### config.mk
export PLATFORM = sky130hd
export DESIGN_NAME = rf_write_arbiter
export DESIGN_NICKNAME = d
export VERILOG_FILES = /design/src/rtl/rf_write_arbiter.sv
export SDC_FILE = /design/constraint.sdc
export NUM_CORES = 1
export LEC_CHECK = 0
export CAP_MARGIN = 20
export CORE_MARGIN = 1
export CORE_UTILIZATION = 46
export DETAILED_ROUTE_END_ITERATION = 10
export PLACE_DENSITY_LB_ADDON = 0.08
export SYNTH_ARGS = -nofsm -noshare
export SYNTH_HDL_FRONTEND = slang
export SYNTH_SLANG_ARGS = --single-unit
### constraint.sdc
create_clock -name clk -period 3.5 [get_ports clk]
set_input_delay 0.525 -clock clk [delete_from_list [all_inputs] [get_ports clk]]
set_output_delay 0.525 -clock clk [all_outputs]
set_load 0.1 [all_outputs]
### src/rtl/rf_write_arbiter.sv
// Shares the single regfile write port between in-order writeback and a buffered
// long-latency unit, with a pending-write scoreboard and a starvation stall request.
module rf_write_arbiter #(
    parameter int WIDTH        = 32,
    parameter int QDEPTH       = 2,
    parameter int STARVE_LIMIT = 8,
    localparam int CW          = $clog2(QDEPTH + 1),
    localparam int PW          = (QDEPTH > 1) ? $clog2(QDEPTH) : 1,
    localparam int AW          = $clog2(STARVE_LIMIT + 1)
) (
    input  logic             clk,
    input  logic             sync_rst_n,
    input  logic             wb_valid,
    input  logic [4:0]       wb_addr,
    input  logic [WIDTH-1:0] wb_data,
    input  logic             lu_valid,
    output logic             lu_ready,
    input  logic [4:0]       lu_addr,
    input  logic [WIDTH-1:0] lu_data,
    input  logic             issue_valid,
    input  logic [4:0]       issue_addr,
    output logic [31:0]      busy_mask,
    output logic             stall_req,
    output logic [CW-1:0]    q_count,
    output logic             rf_write_enable,
    output logic [4:0]       rf_write_addr,
    output logic [WIDTH-1:0] rf_write_data
);

    logic [4:0]       addr_mem_q [QDEPTH];
    logic [WIDTH-1:0] data_mem_q [QDEPTH];
    logic [PW-1:0]    wr_ptr_q, wr_ptr_d;
    logic [PW-1:0]    rd_ptr_q, rd_ptr_d;
    logic [CW-1:0]    count_q, count_d;
    logic [31:0]      busy_q, busy_d;
    logic [AW-1:0]    age_q, age_d;

    logic             wb_take;
    logic             fifo_nempty;
    logic             push;
    logic             pop;
    logic [4:0]       head_addr;
    logic [WIDTH-1:0] head_data;

    assign head_addr   = addr_mem_q[rd_ptr_q];
    assign head_data   = data_mem_q[rd_ptr_q];
    assign fifo_nempty = (count_q != '0);
    assign wb_take     = wb_valid && (wb_addr != 5'd0);

    // lu_ready looks only at the registered count, so a pop never frees a slot
    // for a push in the same cycle.
    assign lu_ready  = sync_rst_n && (count_q < CW'(QDEPTH));
    assign push      = lu_valid && lu_ready && (lu_addr != 5'd0);
    assign pop       = sync_rst_n && !wb_take && fifo_nempty;
    assign stall_req = sync_rst_n &&
                       ((age_q >= AW'(STARVE_LIMIT)) || (count_q == CW'(QDEPTH)));
    assign q_count   = count_q;
    assign busy_mask = busy_q;

    always_comb begin
        rf_write_enable = 1'b0;
        rf_write_addr   = 5'd0;
        rf_write_data   = '0;
        if (sync_rst_n) begin
            if (wb_take) begin
                rf_write_enable = 1'b1;
                rf_write_addr   = wb_addr;
                rf_write_data   = wb_data;
            end else if (fifo_nempty) begin
                rf_write_enable = 1'b1;
                rf_write_addr   = head_addr;
                rf_write_data   = head_data;
            end
        end
    end

    always_comb begin
        wr_ptr_d = wr_ptr_q;
        rd_ptr_d = rd_ptr_q;
        count_d  = count_q;
        if (push) wr_ptr_d = (wr_ptr_q == PW'(QDEPTH - 1)) ? '0 : wr_ptr_q + PW'(1);
        if (pop)  rd_ptr_d = (rd_ptr_q == PW'(QDEPTH - 1)) ? '0 : rd_ptr_q + PW'(1);
        case ({push, pop})
            2'b10:   count_d = count_q + CW'(1);
            2'b01:   count_d = count_q - CW'(1);
            default: count_d = count_q;
        endcase
    end

    // Set wins over clear so a re-issue to the register being drained stays busy.
    always_comb begin
        busy_d = busy_q;
        if (pop) busy_d[head_addr] = 1'b0;
        if (issue_valid && (issue_addr != 5'd0)) busy_d[issue_addr] = 1'b1;
        busy_d[0] = 1'b0;
    end

    always_comb begin
        age_d = age_q;
        if (!fifo_nempty || pop) age_d = '0;
        else if (age_q < AW'(STARVE_LIMIT)) age_d = age_q + AW'(1);
    end

    always_ff @(posedge clk) begin
        if (!sync_rst_n) begin
            wr_ptr_q <= '0;
            rd_ptr_q <= '0;
            count_q  <= '0;
            busy_q   <= '0;
            age_q    <= '0;
        end else begin
            wr_ptr_q <= wr_ptr_d;
            rd_ptr_q <= rd_ptr_d;
            count_q  <= count_d;
            busy_q   <= busy_d;
            age_q    <= age_d;
        end
    end

    always_ff @(posedge clk) begin
        if (push) begin
            addr_mem_q[wr_ptr_q] <= lu_addr;
            data_mem_q[wr_ptr_q] <= lu_data;
        end
    end

    // Protocol violations by the surrounding pipeline; there is no recovery.
    a_issue_not_busy: assert property (@(posedge clk) disable iff (!sync_rst_n)
        (issue_valid && issue_addr != 5'd0) |->
            (!busy_q[issue_addr] || (pop && head_addr == issue_addr)));
    a_wb_not_busy: assert property (@(posedge clk) disable iff (!sync_rst_n)
        (wb_valid && wb_addr != 5'd0) |-> !busy_q[wb_addr]);
    a_lu_dest_busy: assert property (@(posedge clk) disable iff (!sync_rst_n)
        (lu_valid && lu_ready && lu_addr != 5'd0) |-> busy_q[lu_addr]);
    a_lu_hold: assert property (@(posedge clk) disable iff (!sync_rst_n)
        (lu_valid && !lu_ready) |=> (lu_valid && $stable(lu_addr) && $stable(lu_data)));

endmodule

==> impl_metrics.json, run 1 <==
{
  "ys_ff_latch": 114,
  "synth.most_common_cell": "edfxtp_1",
  "insertion_delay_ns": 0.51,
  "rsz0062_at_grt": "no",
  "hold_path_depth": 2,
  "synth-compound-area-share": 0.169,
  "wl_per_cell_um": 17.5,
  "syn_inst": 397,
  "report.power.total_mw": 3.74,
  "yosysUniqueCellTypes": 41,
  "dp_hpwl_um": 8900,
  "wl_met2_um": 6400,
  "die_w_um": 105,
  "hp-start": "busy_mask[24]",
  "grtUsageTotal": 0.237,
  "fin_nets": 650,
  "synth-xor-area-share": 0.0107,
  "ys_top_cells_by_count": "edfxtp_1, dfxtp_1, mux2i_1, nand2_1, nor2_1",
  "port_buffers": 156,
  "initial_core_util": 0.476,
  "vias": 3922,
  "synthArstFlopShare": 0,
  "cts-resized-gates": 0,
  "wl_met3_um": 876,
  "grt_pass1_wl_um": 20200,
  "hp-class": "reg2reg",
  "critPathLaunch": "wb_addr[4]",
  "worst_path_max_delay_cell": "clkdlybuf4s50_1",
  "dr.pass1.iters": 4,
  "cts_sinks": 114,
  "die_area_um2": 11100,
  "r2r-end": "busy_mask[16]",
  "timing_worst_setup_path_type": "in2out",
  "skew_ns": 0.0163,
  "drt_iter0_markers": 185,
  "synthAdderAreaFrac": 0.00763,
  "top_layer_used": "met4",
  "cts_inserted_buffers": 17,
  "antenna_found_initial": 0,
  "postLayoutCoreUtil": 0.767,
  "globalplace.congestion": 0.792,
  "required_ns": 2.97,
  "synth_top_area_cell": "edfxtp_1",
  "crit_family": "buffers and inverters",
  "core_um2": 10300,
  "crit_fanout": 13,
  "synth_area_um2": 4920,
  "ioPinCount": 158,
  "grt_pass1_vias": 4044,
  "peakVddDrop_mv": 0.332,
  "clock-root-buffer": "clkbuf_8",
  "critPathLaunchType": "primary input",
  "drive_above_1_share": 0.201,
  "worst_slack_ns": 0.491,
  "drt-met1-wl_um": 5040,
  "synth.avg_cell_area_um2": 12.4,
  "hold_violations": 0,
  "postCtsSetupBuffers": 0,
  "synth_flop_cell": "edfxtp_1",
  "slew_viol_final": 0,
  "antenna_cells": 0,
  "synth_warnings": 0,
  "synth-seq-area-share": 0.615,
  "drt_wl_total_um": 12500,
  "power_density_nw_per_um2": 473,
  "rrSetupSlack_ns": 1.13,
  "worst_pin_slew_ns": 0.985,
  "fmax_mhz": 332,
  "viasPerCell": 5.51,
  "timing.slew.headroom": 0.342,
  "dp_worst_setup_slack_ns": 0.484,
  "rr_worst_depth": 5,
  "cts_htree_levels": 4,
  "synth-edff-count": 74,
  "synth.mux.area_fraction": 0.0819,
  "cp.buffers_inverters": 3,
  "overflow": 0,
  "arrival_ns": 2.48,
  "grt_max_degree": 39,
  "setup_viol_count_final": 0,
  "fin_crit_ns": 3.01,
  "drcViolationCount": 0,
  "cp-end-kind": "output port",
  "fill_cells": 650,
  "critPathMaxStageDelay_ns": 0.42,
  "cts-hold-fix-buffers": 0,
  "status": "finished clean",
  "min_to": "busy_mask[24]",
  "synth.top_cell.area_share": 0.452,
  "synthSimpleGateAreaFrac": 0.0875,
  "area_growth_syn_to_layout_pct": 61.1,
  "fp.dieH_um": 105,
  "syn-num-nets": 484,
  "max_cap_viol_count": 0,
  "synth_top_family_by_area": "compound AO/OA/AOI/OAI gates",
  "synth_area_leaders": "edfxtp_1, dfxtp_1, mux2i_1, a311oi_1, o2bb2ai_1",
  "rows": 37,
  "ant_nets": 0,
  "cts_tree": "done",
  "path_clk_slew_ns": 0.05,
  "crit_chain": "clkdlybuf4s50_1 -> or3_4 -> a211o_2 -> buf_4 -> o2bb2ai_1 -> buf_12",
  "cts.path.max_buffers": 2,
  "min_period_over_period": 0.860,
  "power.static_leakage_nw": 2.62
}
==> cell type report <==
type | instances | area [um^2] | area share
timing repair buffer | 171 | 2060 | 0.260
tap | 136 | 170 | 0.0215
sequential | 114 | 3030 | 0.382
multi-input combinational | 253 | 2160 | 0.273
inverter | 6 | 22.5 | 0.00284
clock inverter | 8 | 41.3 | 0.00521
clock buffer | 24 | 440 | 0.0556
==> worst register-to-register path: stages (launching register included) <==
cell and delay, ns:
dfxtp_2 0.41, buf_4 0.33, mux2i_1 0.63, nand2_1 0.34, o41ai_1 0.42, a21oi_1 0.12
==> kinds of logic (layout without fill, tap and decap cells) <==
| kind of cell | after synthesis | count (layout) |
|---|---|---|
| mux | 40 | 40 |
| buf+inv | 30 | 209 |
| flops | 114 | 114 |
| simple gates | 94 | 94 |
| fa+ha+maj | 3 | 3 |
| compound gates | 109 | 109 |
| other cells | 1 | 1 |
| xor+xnor | 6 | 6 |
==> flip-flops by register name, summed over array words and instances (netlist names), named ones only <==
name	flops
addr_mem_q	10
age_q	4
busy_mask	31
data_mem_q	64
q_count	2
rd_ptr_q	1
wr_ptr_q	1
==> stage by stage <==
step / cells / hold slack (ns) / setup TNS [ns] / instance area [um^2]
3_5_place_dp: 680 / 0.474 / 0 / 7440
2_1_floorplan: 397 / 0.472 / -1.40 / 5310
4_1_cts: 712 / 0.483 / 0 / 7920
5_1_grt: 712 / 0.505 / 0 / 7920
6_report: 712 / 0.486 / 0 / 7920
3_3_place_gp: 680 / 0.470 / 0 / 7440
==> power breakdown <==
group | internal [mW] | switching (mW) | total, mW
sequential | 1.48 | 0.0192 | 1.50
combinational | 0.311 | 0.522 | 0.833
clock | 0.857 | 0.550 | 1.41
==> cells in the final DEF, fill, tap and decap left out, types with 4 or more instances in the layout <==
cell	instances
nand2_1	36
clkdlybuf4s50_1	116
a21oi_1	33
nor2_1	32
buf_4	16
inv_1	6
a311oi_1	25
dfxtp_1	38
edfxtp_1	74
mux2i_1	38
clkbuf_16	16
clkinv_2	7
o2bb2ai_4	20
o22a_1	11
clkbuf_1	7
o41ai_1	5
nor3_1	6
nand2b_1	4
buf_12	39
==> metal layers <==
metal,up-vias,global-route usage
li1,1863,-
met1,1891,0.281
met2,154,0.406
met3,14,0.0656
met4,0,0.0976
met5,-,0
==> worst max-delay path by stage <==
stage / endpoint / depth (start not counted)
floorplan: rf_write_addr[0] / 5
global placement: rf_write_addr[0] / 6
detailed placement: rf_write_addr[0] / 6
finish: rf_write_data[31] / 6
CTS: rf_write_addr[0] / 6
global route: rf_write_data[31] / 6
Power figures use the tool's default switching activity.
==> inputs of run 2 (changes only) <==
--- a/config.mk
+++ b/config.mk
@@ -13,3 +13,4 @@
 export SYNTH_ARGS = -nofsm -noshare
 export SYNTH_HDL_FRONTEND = slang
 export SYNTH_SLANG_ARGS = --single-unit
+export TNS_END_PERCENT = 100
==> results of run 2 <==
The final DEF is identical to that of run 1; final timing and power are the same.
